$ cat src/rtl/layer_seq_pkg.sv
// Shared types for the layer sequencer: FSM states, address-calc steps,
// descriptor layout, cfg_field codes and descriptor field positions.
package layer_seq_pkg;

    typedef enum logic [2:0] {
        S_IDLE,
        S_LOAD,
        S_CALC_F,
        S_CALC_B,
        S_CALC_O,
        S_ISSUE,
        S_WAIT,
        S_FINISH
    } seq_state_e;

    typedef enum logic [1:0] {
        STEP_F,
        STEP_B,
        STEP_O
    } calc_step_e;

    typedef struct packed {
        logic [31:0] op_config;
        logic [31:0] mapping_param;
        logic [31:0] shape_param1;
        logic [31:0] shape_param2;
    } layer_desc_t;

    localparam logic [1:0] CFG_OP_CONFIG = 2'd0;
    localparam logic [1:0] CFG_MAPPING   = 2'd1;
    localparam logic [1:0] CFG_SHAPE1    = 2'd2;
    localparam logic [1:0] CFG_SHAPE2    = 2'd3;

    // mapping_param
    localparam int E_LSB   = 12;
    localparam int E_W     = 6;
    localparam int P_LSB   = 9;
    localparam int Q_LSB   = 6;
    localparam int R_LSB   = 3;
    localparam int T_LSB   = 0;
    localparam int PQRT_W  = 3;
    // shape_param1
    localparam int STRIDE_LSB = 24;
    localparam int STRIDE_W   = 2;
    localparam int FROW_LSB   = 22;
    localparam int FCOL_LSB   = 20;
    localparam int FILT_W     = 2;
    // shape_param2
    localparam int ICOL_LSB = 0;
    localparam int ICOL_W   = 8;
    // op_config
    localparam int BIAS_SEL_BIT = 1;

    function automatic logic [31:0] get_field(input logic [31:0] v, input int lsb, input int w);
        return (v >> lsb) & ((32'd1 << w) - 32'd1);
    endfunction

endpackage

$ cat src/rtl/layer_seq_addr_calc.sv
// Combinational base-address step: one of filter/bias/opsum base from the
// previous base and the current descriptor. All math wraps at ADDR_W.
module layer_addr_calc
    import layer_seq_pkg::*;
#(
    parameter int ADDR_W = 32
) (
    input  calc_step_e        step,
    input  logic [31:0]       mapping_param,
    input  logic [31:0]       shape_param1,
    input  logic [31:0]       shape_param2,
    input  logic [ADDR_W-1:0] base,
    output logic [ADDR_W-1:0] addr
);
    logic [ADDR_W-1:0] e, p, q, r, t, stride, frow, fcol, icol;
    logic [ADDR_W-1:0] ifmap_span, filt_span, bias_span;

    assign e      = ADDR_W'(get_field(mapping_param, E_LSB, E_W));
    assign p      = ADDR_W'(get_field(mapping_param, P_LSB, PQRT_W));
    assign q      = ADDR_W'(get_field(mapping_param, Q_LSB, PQRT_W));
    assign r      = ADDR_W'(get_field(mapping_param, R_LSB, PQRT_W));
    assign t      = ADDR_W'(get_field(mapping_param, T_LSB, PQRT_W));
    assign stride = ADDR_W'(get_field(shape_param1, STRIDE_LSB, STRIDE_W));
    assign frow   = ADDR_W'(get_field(shape_param1, FROW_LSB, FILT_W));
    assign fcol   = ADDR_W'(get_field(shape_param1, FCOL_LSB, FILT_W));
    assign icol   = ADDR_W'(get_field(shape_param2, ICOL_LSB, ICOL_W));

    // e = 0 makes (e-1) wrap; that is intentional, the result simply wraps too
    assign ifmap_span = q * r * (stride * (e - ADDR_W'(1)) + frow) * icol;
    assign filt_span  = p * t * q * r * frow * fcol;
    assign bias_span  = p * t * ADDR_W'(4);

    always_comb begin
        addr = base;
        case (step)
            STEP_F:  addr = base + ifmap_span;
            STEP_B:  addr = base + filt_span;
            STEP_O:  addr = base + bias_span;
            default: addr = base;
        endcase
    end

endmodule

$ cat src/rtl/layer_sequencer.sv
// Walks a table of layer descriptors, derives per-layer buffer base addresses
// and launches one pass per layer, waiting for the pass controller in between.
module layer_sequencer
    import layer_seq_pkg::*;
#(
    parameter  int NUM_LAYERS = 8,
    parameter  int ADDR_W     = 32,
    localparam int IW         = (NUM_LAYERS > 1) ? $clog2(NUM_LAYERS) : 1
) (
    input  logic              clk,
    input  logic              rst,
    input  logic              cfg_we,
    input  logic [IW-1:0]     cfg_idx,
    input  logic [1:0]        cfg_field,
    input  logic [31:0]       cfg_wdata,
    input  logic [IW:0]       num_layers,
    input  logic              start,
    input  logic              abort,
    input  logic              pass_done,
    output logic              pass_start,
    output logic [31:0]       op_config,
    output logic [31:0]       mapping_param,
    output logic [31:0]       shape_param1,
    output logic [31:0]       shape_param2,
    output logic [ADDR_W-1:0] ifmap_baseaddr,
    output logic [ADDR_W-1:0] filter_baseaddr,
    output logic [ADDR_W-1:0] bias_baseaddr,
    output logic [ADDR_W-1:0] opsum_baseaddr,
    output logic              bias_ipsum_sel,
    output logic [IW-1:0]     layer_idx,
    output logic              busy,
    output logic              done,
    output logic              err
);
    localparam logic [IW:0] NL_MAX = (IW+1)'(NUM_LAYERS);

    seq_state_e        state, state_nxt;
    layer_desc_t       desc_mem [NUM_LAYERS];
    layer_desc_t       cur_q;
    logic [IW:0]       nl_q;
    logic [IW-1:0]     idx_q;
    logic              err_q;
    logic [ADDR_W-1:0] ifmap_q, filter_q, bias_q, opsum_q;
    calc_step_e        step;
    logic [ADDR_W-1:0] calc_base, calc_addr;
    logic              is_idle, start_ok, last_layer, stride_zero, abort_busy;

    assign is_idle     = (state == S_IDLE);
    assign abort_busy  = abort && !is_idle;
    assign start_ok    = start && is_idle && (num_layers <= NL_MAX);
    assign last_layer  = ({1'b0, idx_q} == nl_q - (IW+1)'(1));
    assign stride_zero = (get_field(desc_mem[idx_q].shape_param1, STRIDE_LSB, STRIDE_W) == 32'd0);

    always_ff @(posedge clk or negedge rst) begin
        if (!rst) state <= S_IDLE;
        else      state <= state_nxt;
    end

    always_comb begin
        state_nxt = state;
        case (state)
            S_IDLE: begin
                if (start) begin
                    if (num_layers == '0)          state_nxt = S_FINISH;
                    else if (num_layers <= NL_MAX) state_nxt = S_LOAD;
                end
            end
            S_LOAD:   state_nxt = stride_zero ? S_FINISH : S_CALC_F;
            S_CALC_F: state_nxt = S_CALC_B;
            S_CALC_B: state_nxt = S_CALC_O;
            S_CALC_O: state_nxt = S_ISSUE;
            S_ISSUE:  state_nxt = S_WAIT;
            S_WAIT: begin
                if (pass_done) state_nxt = last_layer ? S_FINISH : S_LOAD;
            end
            S_FINISH: state_nxt = S_IDLE;
            default:  state_nxt = S_IDLE;
        endcase
        if (abort_busy) state_nxt = S_IDLE;
    end

    // descriptor table is only writable while idle
    always_ff @(posedge clk or negedge rst) begin
        if (!rst) begin
            for (int i = 0; i < NUM_LAYERS; i++) desc_mem[i] <= '0;
        end else if (cfg_we && is_idle && (32'(cfg_idx) < NUM_LAYERS)) begin
            case (cfg_field)
                CFG_OP_CONFIG: desc_mem[cfg_idx].op_config     <= cfg_wdata;
                CFG_MAPPING:   desc_mem[cfg_idx].mapping_param <= cfg_wdata;
                CFG_SHAPE1:    desc_mem[cfg_idx].shape_param1  <= cfg_wdata;
                default:       desc_mem[cfg_idx].shape_param2  <= cfg_wdata;
            endcase
        end
    end

    always_ff @(posedge clk or negedge rst) begin
        if (!rst) begin
            idx_q <= '0;
            nl_q  <= '0;
            err_q <= 1'b0;
        end else begin
            if (start_ok) begin
                idx_q <= '0;
                nl_q  <= num_layers;
            end else if (abort_busy) begin
                idx_q <= '0;
            end else if (state == S_WAIT && pass_done && !last_layer) begin
                idx_q <= idx_q + IW'(1);
            end

            if (start && is_idle)
                err_q <= (num_layers > NL_MAX);
            else if ((cfg_we && !is_idle) || (state == S_LOAD && stride_zero && !abort))
                err_q <= 1'b1;
        end
    end

    always_comb begin
        step      = STEP_F;
        calc_base = ifmap_q;
        case (state)
            S_CALC_B: begin step = STEP_B; calc_base = filter_q; end
            S_CALC_O: begin step = STEP_O; calc_base = bias_q;   end
            default:  ;
        endcase
    end

    layer_addr_calc #(.ADDR_W(ADDR_W)) u_addr_calc (
        .step          (step),
        .mapping_param (cur_q.mapping_param),
        .shape_param1  (cur_q.shape_param1),
        .shape_param2  (cur_q.shape_param2),
        .base          (calc_base),
        .addr          (calc_addr)
    );

    // outputs only move in LOAD/CALC_*, so they hold from ISSUE to the next LOAD
    always_ff @(posedge clk or negedge rst) begin
        if (!rst) begin
            cur_q    <= '0;
            ifmap_q  <= '0;
            filter_q <= '0;
            bias_q   <= '0;
            opsum_q  <= '0;
        end else begin
            case (state)
                S_LOAD: begin
                    cur_q   <= desc_mem[idx_q];
                    ifmap_q <= (idx_q == '0) ? '0 : opsum_q;
                end
                S_CALC_F: filter_q <= calc_addr;
                S_CALC_B: bias_q   <= calc_addr;
                S_CALC_O: opsum_q  <= calc_addr;
                default:  ;
            endcase
        end
    end

    assign pass_start      = (state == S_ISSUE);
    assign done            = (state == S_FINISH);
    assign busy            = !is_idle;
    assign layer_idx       = idx_q;
    assign err             = err_q;
    assign op_config       = cur_q.op_config;
    assign mapping_param   = cur_q.mapping_param;
    assign shape_param1    = cur_q.shape_param1;
    assign shape_param2    = cur_q.shape_param2;
    assign bias_ipsum_sel  = cur_q.op_config[BIAS_SEL_BIT];
    assign ifmap_baseaddr  = ifmap_q;
    assign filter_baseaddr = filter_q;
    assign bias_baseaddr   = bias_q;
    assign opsum_baseaddr  = opsum_q;

endmodule

$ cat config.mk
export PLATFORM = sky130hd
export DESIGN_NAME = layer_sequencer
export DESIGN_NICKNAME = d
export VERILOG_FILES = /design/src/rtl/layer_seq_pkg.sv /design/src/rtl/layer_seq_addr_calc.sv /design/src/rtl/layer_sequencer.sv
export SDC_FILE = /design/constraint.sdc
export NUM_CORES = 2
export LEC_CHECK = 0
export ABC_AREA = 0
export ABC_CLOCK_PERIOD_IN_PS = 33900
export CORE_ASPECT_RATIO = 2
export CORE_MARGIN = 2
export CORE_UTILIZATION = 50
export DETAILED_ROUTE_END_ITERATION = 8
export DONT_BUFFER_PORTS = 1
export HOLD_SLACK_MARGIN = 0.02
export MAX_ROUTING_LAYER = met4
export PLACE_DENSITY = 0.76
export SLEW_MARGIN = 15
export SYNTH_ARGS = -nofsm -noshare
export SYNTH_HDL_FRONTEND = slang
export SYNTH_SLANG_ARGS = --single-unit
$ cat constraint.sdc
create_clock -name clk -period 33.9 [get_ports clk]
set_input_delay 5.085 -clock clk [delete_from_list [all_inputs] [get_ports clk]]
set_output_delay 5.085 -clock clk [all_outputs]
set_load 0.005 [all_outputs]
After elaboration in Yosys (flattened, before gate mapping)
Index checks and enable logic that the tools add are counted.
W data, S select, Z words.
{ "op_classes": {"n_reduce_logical": 23, "mux": 33, "n_eq_ne": 15, "n_div": 0, "mul": 9, "n_shift": 0, "bitwise_logic": 2, "n_addsub": 7, "magnitude_cmp": 5} }
{ "op_table": {"columns": ["op", "n"], "rows": [
  ["$bwmux W1024", 4],
  ["$pmux W1024 S3", 1],
  ["$demux W128 S3", 4],
  ["$bmux W128 S3", 1],
  ["$mux W128", 3],
  ["$mux W96", 1],
  ["$pmux W32 S3", 1],
  ["$add A32 B32 Y32", 2],
  ["$mul A32 B2 Y32", 2],
  ["$mul A32 B3 Y32", 2],
  ["$mux W32", 2],
  ["$mux W64", 1],
  ["$pmux W32 S2", 1],
  ["$add A32 B8 Y32", 1],
  ["$logic_not A32 Y1", 1],
  ["$mux W3", 10],
  ["$mul A18 B9 Y27", 1],
  ["$pmux W3 S8", 1],
  ["$mul A7 B11 Y18", 1],
  ["$eq A3 B3 Y1 const B", 4],
  ["$mul A3 B3 Y6", 2],
  ["$add A10 B3 Y11", 1],
  ["$logic_and A1 B1 Y1", 10],
  ["$mul A3 B7 Y10", 1],
  ["other kinds (26)", 36]
]} }
{ "word_totals": {"mem_bits_ro": 0, "mem_count": 0, "output_inout_bits": 264, "latch_bits": 0, "input_bits": 47, "wordCells": 138, "ramBits": 0, "reg_bits": 1291} }

Logic depth before layout (Yosys ltp)
{ "depth": {"depth_word": 10, "mapped_depth": 59, "mapped_depth_nobuf": 59} }

Hierarchy
From an unflattened synthesis, not the netlist that was laid out.
{ "unflattened": {"hier_cells": 6154, "area_unflattened_um2": 74108.6} }
{ "modules_own_cells": {"columns": ["mod", "seq_area_each_um2", "cells_per_inst", "instances", "area_per_inst_um2"], "rows": [
  ["layer_sequencer", 32306.0, 3899, 1, 56037.5],
  ["layer_addr_calc", 0.0, 2255, 1, 18071.1]
]} }

Worst setup path before layout
OpenSTA, ideal clock, no wires.
{ "synth_timing": {"path_type": "reg-to-reg", "startpoint": "register cur_q (netlist bit mapping_param[12])", "endpoint": "register filter_q[31], in the netlist filter_baseaddr[31]", "path_slack_ns": 21.310, "period_less_slack_ns": 12.590, "t_required_ns": 33.770, "t_arrival_ns": 12.460, "path_buffers": 1, "setup_time_ns": 0.130, "path_stages_with_launch": 59, "path_cell_list": "dfrtp_1 > inv_1 > ha_1 > nor2b_1 > ha_1 > ha_1 > ha_1 > inv_1 > fa_1 > nor2b_1 > o21ai_0 > nand2b_1 > xor2_1 > and2_1 > fa_1 > inv_1 > fa_1 > inv_1 > (+23 left out) > and3_1 > a311oi_2 > o21ai_2 > and2_1 > o21ai_0 > a21oi_1 > ha_1 > and3_1 > nand3_1 > nor2_1 > a211oi_1 > a31oi_1 > o41ai_1 > o21ai_0 > a31oi_1 > xor2_1 > xnor2_1 > o21ai_1"} }
{ "synth_via": {"elab_chain_cells": 7} }
{ "synth_lines": {"columns": ["item", "line", "source"], "rows": [
  ["from (decl)", "layer_sequencer.sv:39", "layer_desc_t cur_q;"],
  ["from (signal assigned)", "layer_sequencer.sv:148", "cur_q <= desc_mem[idx_q];"],
  ["$sub A6 B1 Y7", "layer_seq_addr_calc.sv:29", "assign ifmap_span = q * r * (stride * (e - ADDR_W'(1)) + frow) * icol;"],
  ["$mul A3 B7 Y10", "layer_seq_addr_calc.sv:29", null],
  ["$add A10 B3 Y11", "layer_seq_addr_calc.sv:29", null],
  ["$mul A7 B11 Y18", "layer_seq_addr_calc.sv:29", null],
  ["$mul A18 B9 Y27", "layer_seq_addr_calc.sv:29", null],
  ["$add A32 B32 Y32", "layer_seq_addr_calc.sv:36", "STEP_F: addr = base + ifmap_span;"],
  ["$pmux W32 S3", "layer_seq_addr_calc.sv:35", "case (step)"],
  ["to (signal assigned)", "layer_sequencer.sv:151", "S_CALC_F: filter_q <= calc_addr;"],
  ["to (decl)", "layer_sequencer.sv:43", "logic [ADDR_W-1:0] ifmap_q, filter_q, bias_q, opsum_q;"]
]} }
Every way passes these cells.
A chain may end at the register's enable or synchronous reset.

Worst setup path after layout
Ends and elaborated chain as after synthesis.

==> flow_summary.yaml <==
global_routing:
  antenna_found_initial: 6
  grt_max_degree: 205
  grt.overflow.total: 0
  grt_usage: 0.276
  grt_pass1_wl_um: 289000
  grt_pass1_vias: 48200
drt:
  post-route-drc-count: 0
  vias: 44400
  met3_length_um: 11600
  drt-met1-wl_um: 65600
  drt_iter0_drc: 2599
  vias_per_cell: 5.95
  wl_per_cell_um: 25.2
  ant_nets: 0
  top_layer: "met4"
  met2_length_um: 98600
  wl_um: 188000
  drt_pass1_iterations: 7
layout:
  fin_nets: 5943
  syn_to_final_growth_pct: 8.02
  drive_gt1_frac: 0.277
timing:
  report.final.slew_viol_count: 0
  fin_worst_skew_ns: 0.0399
  fin_crit_sh: 0.422
  finalSetupViolations: 0
  worst_slack_ns: 19.61
  hold_viol: 0
  fmax_mhz: 70.0
  worstMarginPinSlew_ns: 1.16
  hold_slack_ns: 0.472
  relSlewSlack: 0.218
  setup-tns-final_ns: 0
  rsz0062_at_grt: "false"
  min_period_ns: 14.29
die:
  start_util: 0.503
  die_area_um2: 143000
  coreArea_um2: 139000
  die_x_um: 269
  num_rows: 194
  ios: 311
  die_h_um: 533
job:
  max_cap_viol_count: 0
power_and_ir_drop:
  p_total_w: 0.00543
  p_leak_nw: 35.7
  ir_drop_mv: 0.0608
  p_per_area_nw_per_um2: 71.7
worst_setup_path:
  path_buf_inv: 9
  cpPeakStageDelay_ns: 0.59
  cpMaxStageDelayCell: "fa_1"
  arrival_ns: 14.88
  crit_path_end_kind: "register"
  critPathTopFamily: "adder cells"
  critPathRequiredTime_ns: 34.49
  start_kind: "register"
  cp_max_fo: 8
  critPathKind: "register to register"
synthesis:
  synthesis.area_um2: 70000
  synth.avg_cell_area_um2: 12.3
  synthesis.nets: 6137
  ys_async_sr_fraction: 1.00
  yosysSeqAreaShare: 0.461
  ys.flop_type: "dfrtp_1"
  synthCells: 5680
  synth-seq-cells: 1291
  yosys_warnings: 0
  synth_cell_types: 77
  synth_edf_count: 0
cts:
  cts_buffers: 111
  postCtsSetupRepairBufs: 0
  cts_htree_levels: 3
  root_buffer: "clkbuf_16"
  ctsResizeCount: 0
  clock-sinks: 1291
  cts_tree: "done"
  clk_pin_slew_ns: 0.07
  hold_buffers: 0
  clkLatencyLatePin_ns: 0.75
  clock_path_buffers: 3
placed_design:
  place.gp.congestion: 0.937
  post-place-ws_ns: 19.70
  port-buffer-count: 0
  dpl.hpwl_um: 128000
worst_hold_path:
  hp-class: "register to register"
status:
  status: "completed"
cell type report:
cell class | count | area, µm²
Tap cell | 1862 | 2330
Inverter | 303 | 1140
Multi-Input combinational cell | 3693 | 35200
Fill cell | 11500 | 63700
Antenna cell | 11 | 27.5
Timing Repair Buffer | 86 | 743
Clock buffer | 153 | 3210
Sequential cell | 1291 | 32300
Clock inverter | 54 | 727
synth_stat cells (11+ instances only):
cell         n  share of area
a21o_1      40         0.0043
a21oi_1    113         0.0081
a22o_1      28         0.0035
a31oi_1     20         0.0018
and2_1     160          0.014
and3_1      23         0.0021
buf_1      109         0.0058
buf_2       13        0.00093
clkbuf_1   262          0.014
dfrtp_1   1291           0.46
fa_1       190          0.054
ha_1       220          0.039
inv_1      302          0.016
mux2_2     963           0.15
mux2i_1    137          0.020
mux4_2     256          0.082
nand2_1    591          0.032
nand2b_1    18         0.0016
nand3_1     65         0.0046
nor2_1     153         0.0082
nor2b_1     47         0.0042
nor3_1      28         0.0020
nor3b_1     21         0.0023
o21a_1      13         0.0014
o21ai_0    278          0.020
o21bai_1    25         0.0027
o221ai_1    13         0.0016
o31ai_1     13         0.0014
or3_1       11        0.00098
xnor2_1    108          0.014
xor2_1      52         0.0065
tightest hold or removal path, delay by kind of cell (launching register included):
family           cells  cell delay [ns]
DFF                  1             0.34
and+or+nand+nor      2             0.11
cells in the final DEF (no fill, tap or decap), types with 8 or more instances in the layout:
master / n
o221ai_1: 13
o21ai_0: 278
xnor2_1: 108
o22ai_1: 8
a21o_1: 40
nor3b_1: 21
nand3_1: 65
clkbuf_16: 112
nand2b_1: 18
nor3_1: 27
ha_1: 220
a21oi_1: 113
or3_1: 11
mux2_2: 963
buf_4: 78
xor2_1: 52
a31oi_1: 19
diode_2: 11
dfrtp_1: 1287
nor2_4: 8
and2_1: 159
o31ai_1: 13
nor2b_1: 47
clkbuf_1: 16
a22o_1: 28
o21bai_1: 25
fa_1: 190
bufinv_16: 12
mux2i_1: 137
mux4_2: 256
nor2_1: 145
and3_1: 23
o21a_1: 13
inv_1: 302
clkinv_2: 21
nand2_1: 588
clkbuf_8: 25
per-stage QoR:
step	instances	utilization	instance area (µm²)
floorplan	5680	-	70000
global placement	7234	0.514	71700
detailed placement	7234	0.514	71700
CTS	7441	0.542	75600
global route	7448	0.543	75600
finish	7453	0.543	75700
where the power goes:
group / internal, W / switching [W]
logic: 0.000774 / 0.000833
clock network: 0.000761 / 0.000605
registers: 0.00206 / 0.000393
layer usage:
layer | global-route usage | vias up
met5 | - | -
met4 | 0.156 | 0
met3 | 0.0584 | 503
met2 | 0.479 | 1202
met1 | 0.287 | 23300
li1 | - | 19400
final timing paths:
kind	slack (ns)	to	from	cells after the start
setup / recovery	19.61	filter_baseaddr[31]	mapping_param[12]	57
hold / removal	0.47	register	register	2
setup reg to reg	19.61	filter_baseaddr[31]	mapping_param[12]	57
min in group asynchronous	4.23	ifmap_baseaddr[30]	rst	1
max in group asynchronous	25.61	async pin	rst	5
hold reg to reg	0.47	register	register	2
logic make-up after synthesis:
group | after synthesis | share of synthesized area
xor gates and xnor gates | 162 | 0.0205
AOI/OAI and AO/OA | 612 | 0.0533
buffers and inverters | 696 | 0.0380
DFF | 1291 | 0.461
and+or+nand+nor | 1153 | 0.0767
adders and majority gates | 410 | 0.0936
muxes | 1356 | 0.257
Note: power is estimated with default switching activity, not from simulation.
